### config.mk
export PLATFORM = sky130hd
export DESIGN_NAME = matraptor_pp_gen
export DESIGN_NICKNAME = d
export VERILOG_FILES = /design/src/rtl/matraptor_pp_gen.sv
export SDC_FILE = /design/constraint.sdc
export NUM_CORES = 2
export LEC_CHECK = 0
export ABC_AREA = 1
export CAP_MARGIN = 20
export CELL_PAD_IN_SITES_DETAIL_PLACEMENT = 1
export CELL_PAD_IN_SITES_GLOBAL_PLACEMENT = 2
export CORE_MARGIN = 3
export CORE_UTILIZATION = 38
export DETAILED_ROUTE_END_ITERATION = 10
export PLACE_DENSITY_LB_ADDON = 0.1
export SETUP_SLACK_MARGIN = 0.05
export SKIP_CTS_REPAIR_TIMING = 1
export SYNTH_ARGS = -nofsm -noshare
export SYNTH_HDL_FRONTEND = slang
export SYNTH_SLANG_ARGS = --single-unit
### constraint.sdc
create_clock -name clk -period 12.44 [get_ports clk]
set_clock_uncertainty 0.05 [all_clocks]
set_input_delay 2.488 -clock clk [delete_from_list [all_inputs] [get_ports clk]]
set_output_delay 2.488 -clock clk [all_outputs]
set_load 0.02 [all_outputs]
### src/rtl/matraptor_pp_gen.sv
// MatRaptor partial-product generator.
// Takes one A nonzero at a time, reads the matching B row through its CSR row
// pointers, and streams a_val * b_val products through a 2-entry output FIFO.
module matraptor_pp_gen #(
  parameter int unsigned DATA_W = 32,
  parameter int unsigned IDX_W  = 16,
  parameter int unsigned PTR_W  = 16
) (
  input  logic              clk,
  input  logic              rst_n,
  // A nonzero stream
  input  logic              a_valid,
  output logic              a_ready,
  input  logic [DATA_W-1:0] a_val,
  input  logic [IDX_W-1:0]  a_row,
  input  logic [IDX_W-1:0]  a_col,
  input  logic              a_last,
  // B row-pointer port
  output logic              b_rp_en,
  output logic [IDX_W-1:0]  b_rp_addr,
  input  logic [PTR_W-1:0]  b_rp_start,
  input  logic [PTR_W-1:0]  b_rp_end,
  // B element port
  output logic              b_el_en,
  output logic [PTR_W-1:0]  b_el_addr,
  input  logic [DATA_W-1:0] b_el_val,
  input  logic [IDX_W-1:0]  b_el_col,
  // Partial-product stream
  output logic              out_valid,
  input  logic              out_ready,
  output logic [DATA_W-1:0] out_val,
  output logic [IDX_W-1:0]  out_row,
  output logic [IDX_W-1:0]  out_col,
  output logic              out_last,
  output logic              done
);

  localparam logic [PTR_W-1:0] PtrOne = PTR_W'(1);

  typedef enum logic [1:0] {S_IDLE, S_PTR, S_STREAM} state_e;

  typedef struct packed {
    logic [DATA_W-1:0] val;
    logic [IDX_W-1:0]  row;
    logic [IDX_W-1:0]  col;
    logic              last;
  } entry_t;

  state_e            state_q, state_d;
  logic              ready_q;
  logic [DATA_W-1:0] a_val_q, a_val_d;
  logic [IDX_W-1:0]  a_row_q, a_row_d;
  logic              a_last_q, a_last_d;
  logic [PTR_W-1:0]  cur_ptr_q, cur_ptr_d;
  logic [PTR_W-1:0]  end_ptr_q, end_ptr_d;
  logic              inflight_q, inflight_d;
  logic              infl_last_q, infl_last_d;

  entry_t            fifo_q [2];
  entry_t            fifo_d [2];
  logic              wr_ptr_q, wr_ptr_d;
  logic              rd_ptr_q, rd_ptr_d;
  logic [1:0]        count_q, count_d;

  logic              a_hs;
  logic              pop;
  logic              push;
  logic              space;
  logic              issue;
  logic              done_ptr;
  logic [2:0]        occupancy;
  logic [2:0]        limit;
  logic [DATA_W-1:0] product;
  entry_t            push_entry;
  entry_t            head;

  // Handshakes and issue gating; a read is allowed only if its data is
  // guaranteed a FIFO slot when it returns next cycle.
  always_comb begin
    a_hs      = a_valid && a_ready;
    pop       = out_valid && out_ready;
    push      = inflight_q;
    occupancy = {1'b0, count_q} + {2'b00, inflight_q};
    limit     = 3'd2 + {2'b00, pop};
    space     = occupancy < limit;
    issue     = (state_q == S_STREAM) && (cur_ptr_q < end_ptr_q) && space;
    product   = a_val_q * b_el_val;
  end

  // FSM next state, pointer capture and A-operand capture.
  always_comb begin
    state_d     = state_q;
    cur_ptr_d   = cur_ptr_q;
    end_ptr_d   = end_ptr_q;
    done_ptr    = 1'b0;
    a_val_d     = a_hs ? a_val  : a_val_q;
    a_row_d     = a_hs ? a_row  : a_row_q;
    a_last_d    = a_hs ? a_last : a_last_q;
    inflight_d  = issue;
    infl_last_d = issue && a_last_q && ((cur_ptr_q + PtrOne) == end_ptr_q);
    unique case (state_q)
      S_IDLE: begin
        if (a_hs) state_d = S_PTR;
      end
      S_PTR: begin
        cur_ptr_d = b_rp_start;
        end_ptr_d = b_rp_end;
        if (b_rp_start >= b_rp_end) begin
          // Empty B row: nothing to stream, but it may still close the matrix.
          state_d  = S_IDLE;
          done_ptr = a_last_q;
        end else begin
          state_d = S_STREAM;
        end
      end
      S_STREAM: begin
        if (issue) begin
          cur_ptr_d = cur_ptr_q + PtrOne;
          if (cur_ptr_d == end_ptr_q) state_d = S_IDLE;
        end
      end
      default: state_d = S_IDLE;
    endcase
  end

  // Output FIFO bookkeeping; returning element data is always pushed.
  always_comb begin
    push_entry = '{val: product, row: a_row_q, col: b_el_col, last: infl_last_q};
    fifo_d     = fifo_q;
    if (push) fifo_d[wr_ptr_q] = push_entry;
    wr_ptr_d = wr_ptr_q ^ push;
    rd_ptr_d = rd_ptr_q ^ pop;
    unique case ({push, pop})
      2'b10:   count_d = count_q + 2'd1;
      2'b01:   count_d = count_q - 2'd1;
      default: count_d = count_q;
    endcase
  end

  // Outputs: FIFO head plus the read strobes.
  always_comb begin
    head      = fifo_q[rd_ptr_q];
    a_ready   = ready_q && (state_q == S_IDLE);
    b_rp_en   = a_hs;
    b_rp_addr = a_col;
    b_el_en   = issue;
    b_el_addr = cur_ptr_q;
    out_valid = (count_q != 2'd0);
    out_val   = head.val;
    out_row   = head.row;
    out_col   = head.col;
    out_last  = out_valid && head.last;
    done      = done_ptr || (pop && head.last);
  end

  // State registers; ready_q holds a_ready low until the first edge after reset.
  always_ff @(posedge clk or negedge rst_n) begin
    if (!rst_n) begin
      state_q     <= S_IDLE;
      ready_q     <= 1'b0;
      a_val_q     <= '0;
      a_row_q     <= '0;
      a_last_q    <= 1'b0;
      cur_ptr_q   <= '0;
      end_ptr_q   <= '0;
      inflight_q  <= 1'b0;
      infl_last_q <= 1'b0;
      wr_ptr_q    <= 1'b0;
      rd_ptr_q    <= 1'b0;
      count_q     <= 2'd0;
      for (int i = 0; i < 2; i++) fifo_q[i] <= '0;
    end else begin
      state_q     <= state_d;
      ready_q     <= 1'b1;
      a_val_q     <= a_val_d;
      a_row_q     <= a_row_d;
      a_last_q    <= a_last_d;
      cur_ptr_q   <= cur_ptr_d;
      end_ptr_q   <= end_ptr_d;
      inflight_q  <= inflight_d;
      infl_last_q <= infl_last_d;
      wr_ptr_q    <= wr_ptr_d;
      rd_ptr_q    <= rd_ptr_d;
      count_q     <= count_d;
      for (int i = 0; i < 2; i++) fifo_q[i] <= fifo_d[i];
    end
  end

endmodule

==> metrics.log <==
[metrics] startpoint kind of the worst setup timing path: input port
[metrics] origin of the worst min-delay path: fifo_q[3]
[metrics] number of fill cells in the layout: 8626
[metrics] period utilization: 75.4%
[metrics] critical path data required time: 12.90 ns
[metrics] Max-cap violations: 0
[metrics] Sinks on Clock Net: 220
[metrics] Finish-stage setup viols: 0
[metrics] Max Clock Freq: 0.107 GHz
[metrics] number of distinct library cells after synthesis: 47
[metrics] ys async rst share: 100%
[metrics] net switching power: 1.02 mW
[metrics] Core ar.: 70800 um^2
[metrics] drt total wl: 87900 um
[metrics] vias in the first global route: 25.8k
[metrics] WL per Instance: 18.7 um
[metrics] Worst Tran Pin Value: 1.06 ns
[metrics] kind of cell adding the most delay to the critical path: adder cells
[metrics] Area Overhead vs Synth: 14.4%
[metrics] Critical Setup Path Class: input port to flop
[metrics] Clock Power Share: 31.4%
[metrics] dominant cell type by count on the critical path: fa_1
[metrics] maximum cell stage delay along the critical path: 0.84 ns
[metrics] IO buf count: 218
[metrics] outcome: finished, final reports clean
[metrics] depth of the CTS H-tree: 1
[metrics] Min Clock Period, post-route: 9.38 ns
[metrics] Internal: 1.57 mW
[metrics] part of the power in combinational logic: 34.3%
[metrics] number of optimization iterations in the first detailed-route pass: 5
[metrics] Core Rows: 97
[metrics] most frequent cells in the layout: nand2_1 (1272), inv_1 (895), fa_1 (408)
[metrics] final routed DRC violation total: 0
[metrics] post-detailed-placement half-perimeter wirelength: 69700 um
[metrics] Flop pwr share: 34.3%
[metrics] I/O pin count: 251
[metrics] Worst Setup SP: b_el_val[2]
[metrics] Hold Violations, Final: 0
[metrics] pre-CTS setup slack: 2.25 ns
[metrics] power density relative to cell area: 82.7 nW/um^2
[metrics] detailed router's first-iteration violation count: 989
[metrics] first-pass GRT wire length: 141000 um
[metrics] global-route congestion overflow total: 0
[metrics] Diodes inserted: 0
[metrics] FF+latch count, synth: 220
[metrics] Hold WC Path Type: flop to flop
[metrics] CTS root buf: clkbuf_16
[metrics] number of antenna violations at the first check in global routing: 0
[metrics] Initial Utilization: 38.7%
[metrics] largest fanout of any net on the critical path: 20
[metrics] post-synth net total: 4359
[metrics] clock edge transition at the registers on the reported setup and hold paths: 0.06 ns
[metrics] Post-DRT Antenna Nets: 0
[metrics] vias: 22.9k
[metrics] VDD IR max: 96.6 uV
[metrics] Net count, final: 4463
[metrics] buffer and inverter count on the worst path: 7
[metrics] master of the slowest instance on the critical path: clkdlybuf4s50_1
[metrics] Net Sw Frac: 39.4%
[metrics] headroom to the max-slew limit: 29.2%
[metrics] total routing resource utilization after global routing: 23.9%
[metrics] number of slew-limit violations in the final report: 0
[metrics] Worst Slack Setup Final: 3.06 ns
[metrics] reg-to-reg critical path startpoint: a_val_q[13]
[metrics] final estimated routing congestion in global placement: 0.855
[metrics] clock latency on the worst-skew pair: 0.60 ns
[metrics] largest net degree at the start of global routing: 112
[metrics] commonest non-fill, non-tap cell in the layout: nand2_1
[metrics] EDFF count, synth: 0
[metrics] number of clock buffers inserted by TritonCTS: 28
[metrics] Yosys warning count: 0
[metrics] cell leakage power: 18.5 nW
[metrics] sequential fraction of the synthesis area: 20.1%
[metrics] endpoint type of the worst setup path: flop
[metrics] gate count of the mapped netlist: 3641
[metrics] ratio of cells with drive above 1 in the final layout: 2.74%
[metrics] Post-Route Setup TNS: 0 ns
[metrics] maximum number of buffers from clock root to sink: 3
[metrics] setup repair after global routing missed its margin: false
[metrics] netlist area before placement: 27400 um^2
[metrics] Die W: 274 um
[metrics] area of the die: 75300 um^2
[metrics] leading register cell type out of synthesis: dfrtp_1
[metrics] Vias per Instance: 4.87
[metrics] die extent in y: 274 um
[metrics] CTS tree: built
[metrics] arrival time at the worst endpoint: 9.83 ns
[metrics] post-synthesis area per instance: 7.52 um^2
==> through the flow <==
step / total power, mW / std cells / hold slack (ns) / instance area [um^2] / util, %
CTS: 2.62 / 4701 / 0.423 / 31200 / 44.1
global route: 2.76 / 4705 / 0.445 / 31300 / 44.3
detailed placement: 1.78 / 4651 / 0.409 / 30300 / 42.8
global placement: 1.75 / 4648 / 0.405 / 30200 / 42.7
finish: 2.59 / 4705 / 0.423 / 31300 / 44.3
floorplan: 1.40 / 3641 / 0.387 / 27400 / -
==> state kept, by name, summed over array words and instances, names as in the netlist <==
signal / flops
a_last_q: 1
a_row_q: 16
a_val_q: 32
b_el_addr: 16
count_q: 2
end_ptr_q: 16
fifo_q: 130
infl_last_q: 1
inflight_q: 1
rd_ptr_q: 1
ready_q: 1
state_q: 2
wr_ptr_q: 1
==> area by class of cell <==
class                   count  area [um^2]  share of cell area, %
multi-input cells        2342        17800                   56.7
inverters                 899         3370                   10.8
flip-flops and latches    220         5510                   17.6
clock inverters             6         61.3                  0.196
repair buffers            254         2590                   8.27
well taps                 940         1180                   3.75
clock buffers              44          861                   2.75
==> cell usage after synthesis (3+ instances only) <==
| library cell | n | area (um^2) |
|---|---|---|
| buf_4 | 17 | 128 |
| xnor2_1 | 6 | 52.6 |
| fa_1 | 408 | 8170 |
| or2_2 | 8 | 50.1 |
| a31oi_1 | 5 | 31.3 |
| a21oi_1 | 50 | 250 |
| nand3b_1 | 11 | 82.6 |
| a211oi_1 | 5 | 37.5 |
| nor4_1 | 3 | 18.8 |
| a21o_1 | 5 | 37.5 |
| inv_1 | 895 | 3360 |
| buf_2 | 15 | 75.1 |
| nand3_1 | 88 | 440 |
| o21ai_0 | 180 | 901 |
| or2_1 | 3 | 18.8 |
| nor3_1 | 8 | 40.0 |
| ha_1 | 161 | 2010 |
| nand2_1 | 1273 | 4780 |
| clkinv_1 | 4 | 15.0 |
| dfrtp_1 | 220 | 5510 |
| nand4_1 | 20 | 125 |
| clkbuf_1 | 133 | 499 |
| o211ai_1 | 10 | 75.1 |
| nor2_1 | 45 | 169 |
| buf_1 | 14 | 52.6 |
| o21ai_1 | 3 | 15.0 |
| xor2_1 | 27 | 236 |
| o21bai_1 | 3 | 22.5 |
==> tightest hold or removal path, delay by kind of cell, from the launching register on <==
family | cells | cell delay, ns
flops | 1 | 0.34
simple gates | 2 | 0.10
==> cell families after synthesis <==
kind of cell,after synthesis,synth area share (%)
buf+inv,1079,15.1
flops,220,20.1
xor+xnor,34,1.14
fa+ha+maj,569,37.2
compound gates,271,5.32
simple gates,1466,21.1
mux,1,0.0411
other cells,1,0.0137
==> power by group through the flow <==
stage          clock network, mW  logic, mW  registers [mW]
5_1_grt                    0.869      0.983           0.904
2_1_floorplan                  0      0.516           0.882
3_5_place_dp                   0      0.882           0.902
6_report                   0.813      0.888           0.889
4_1_cts                    0.841      0.890           0.890
3_3_place_gp                   0      0.856           0.897
==> routing by layer <==
metal  wire [um]  GRT usage (%)
met1       38100           30.8
met2       45000           43.2
met3        2720           2.28
met4        2090           5.48
met5           0              0
==> worst paths after layout <==
check	to	slack (ns)	depth (start not counted)
max	fifo_q[124]	3.06	26
min	fifo_q[3]	0.42	2
max reg2reg	fifo_q[124]	5.10	24
min reg2reg	fifo_q[3]	0.42	2
max in group asynchronous	rd_ptr_q	8.21	3
min in group asynchronous	fifo_q[1]	1.95	1
No activity file was read; power rests on OpenSTA's default activity.
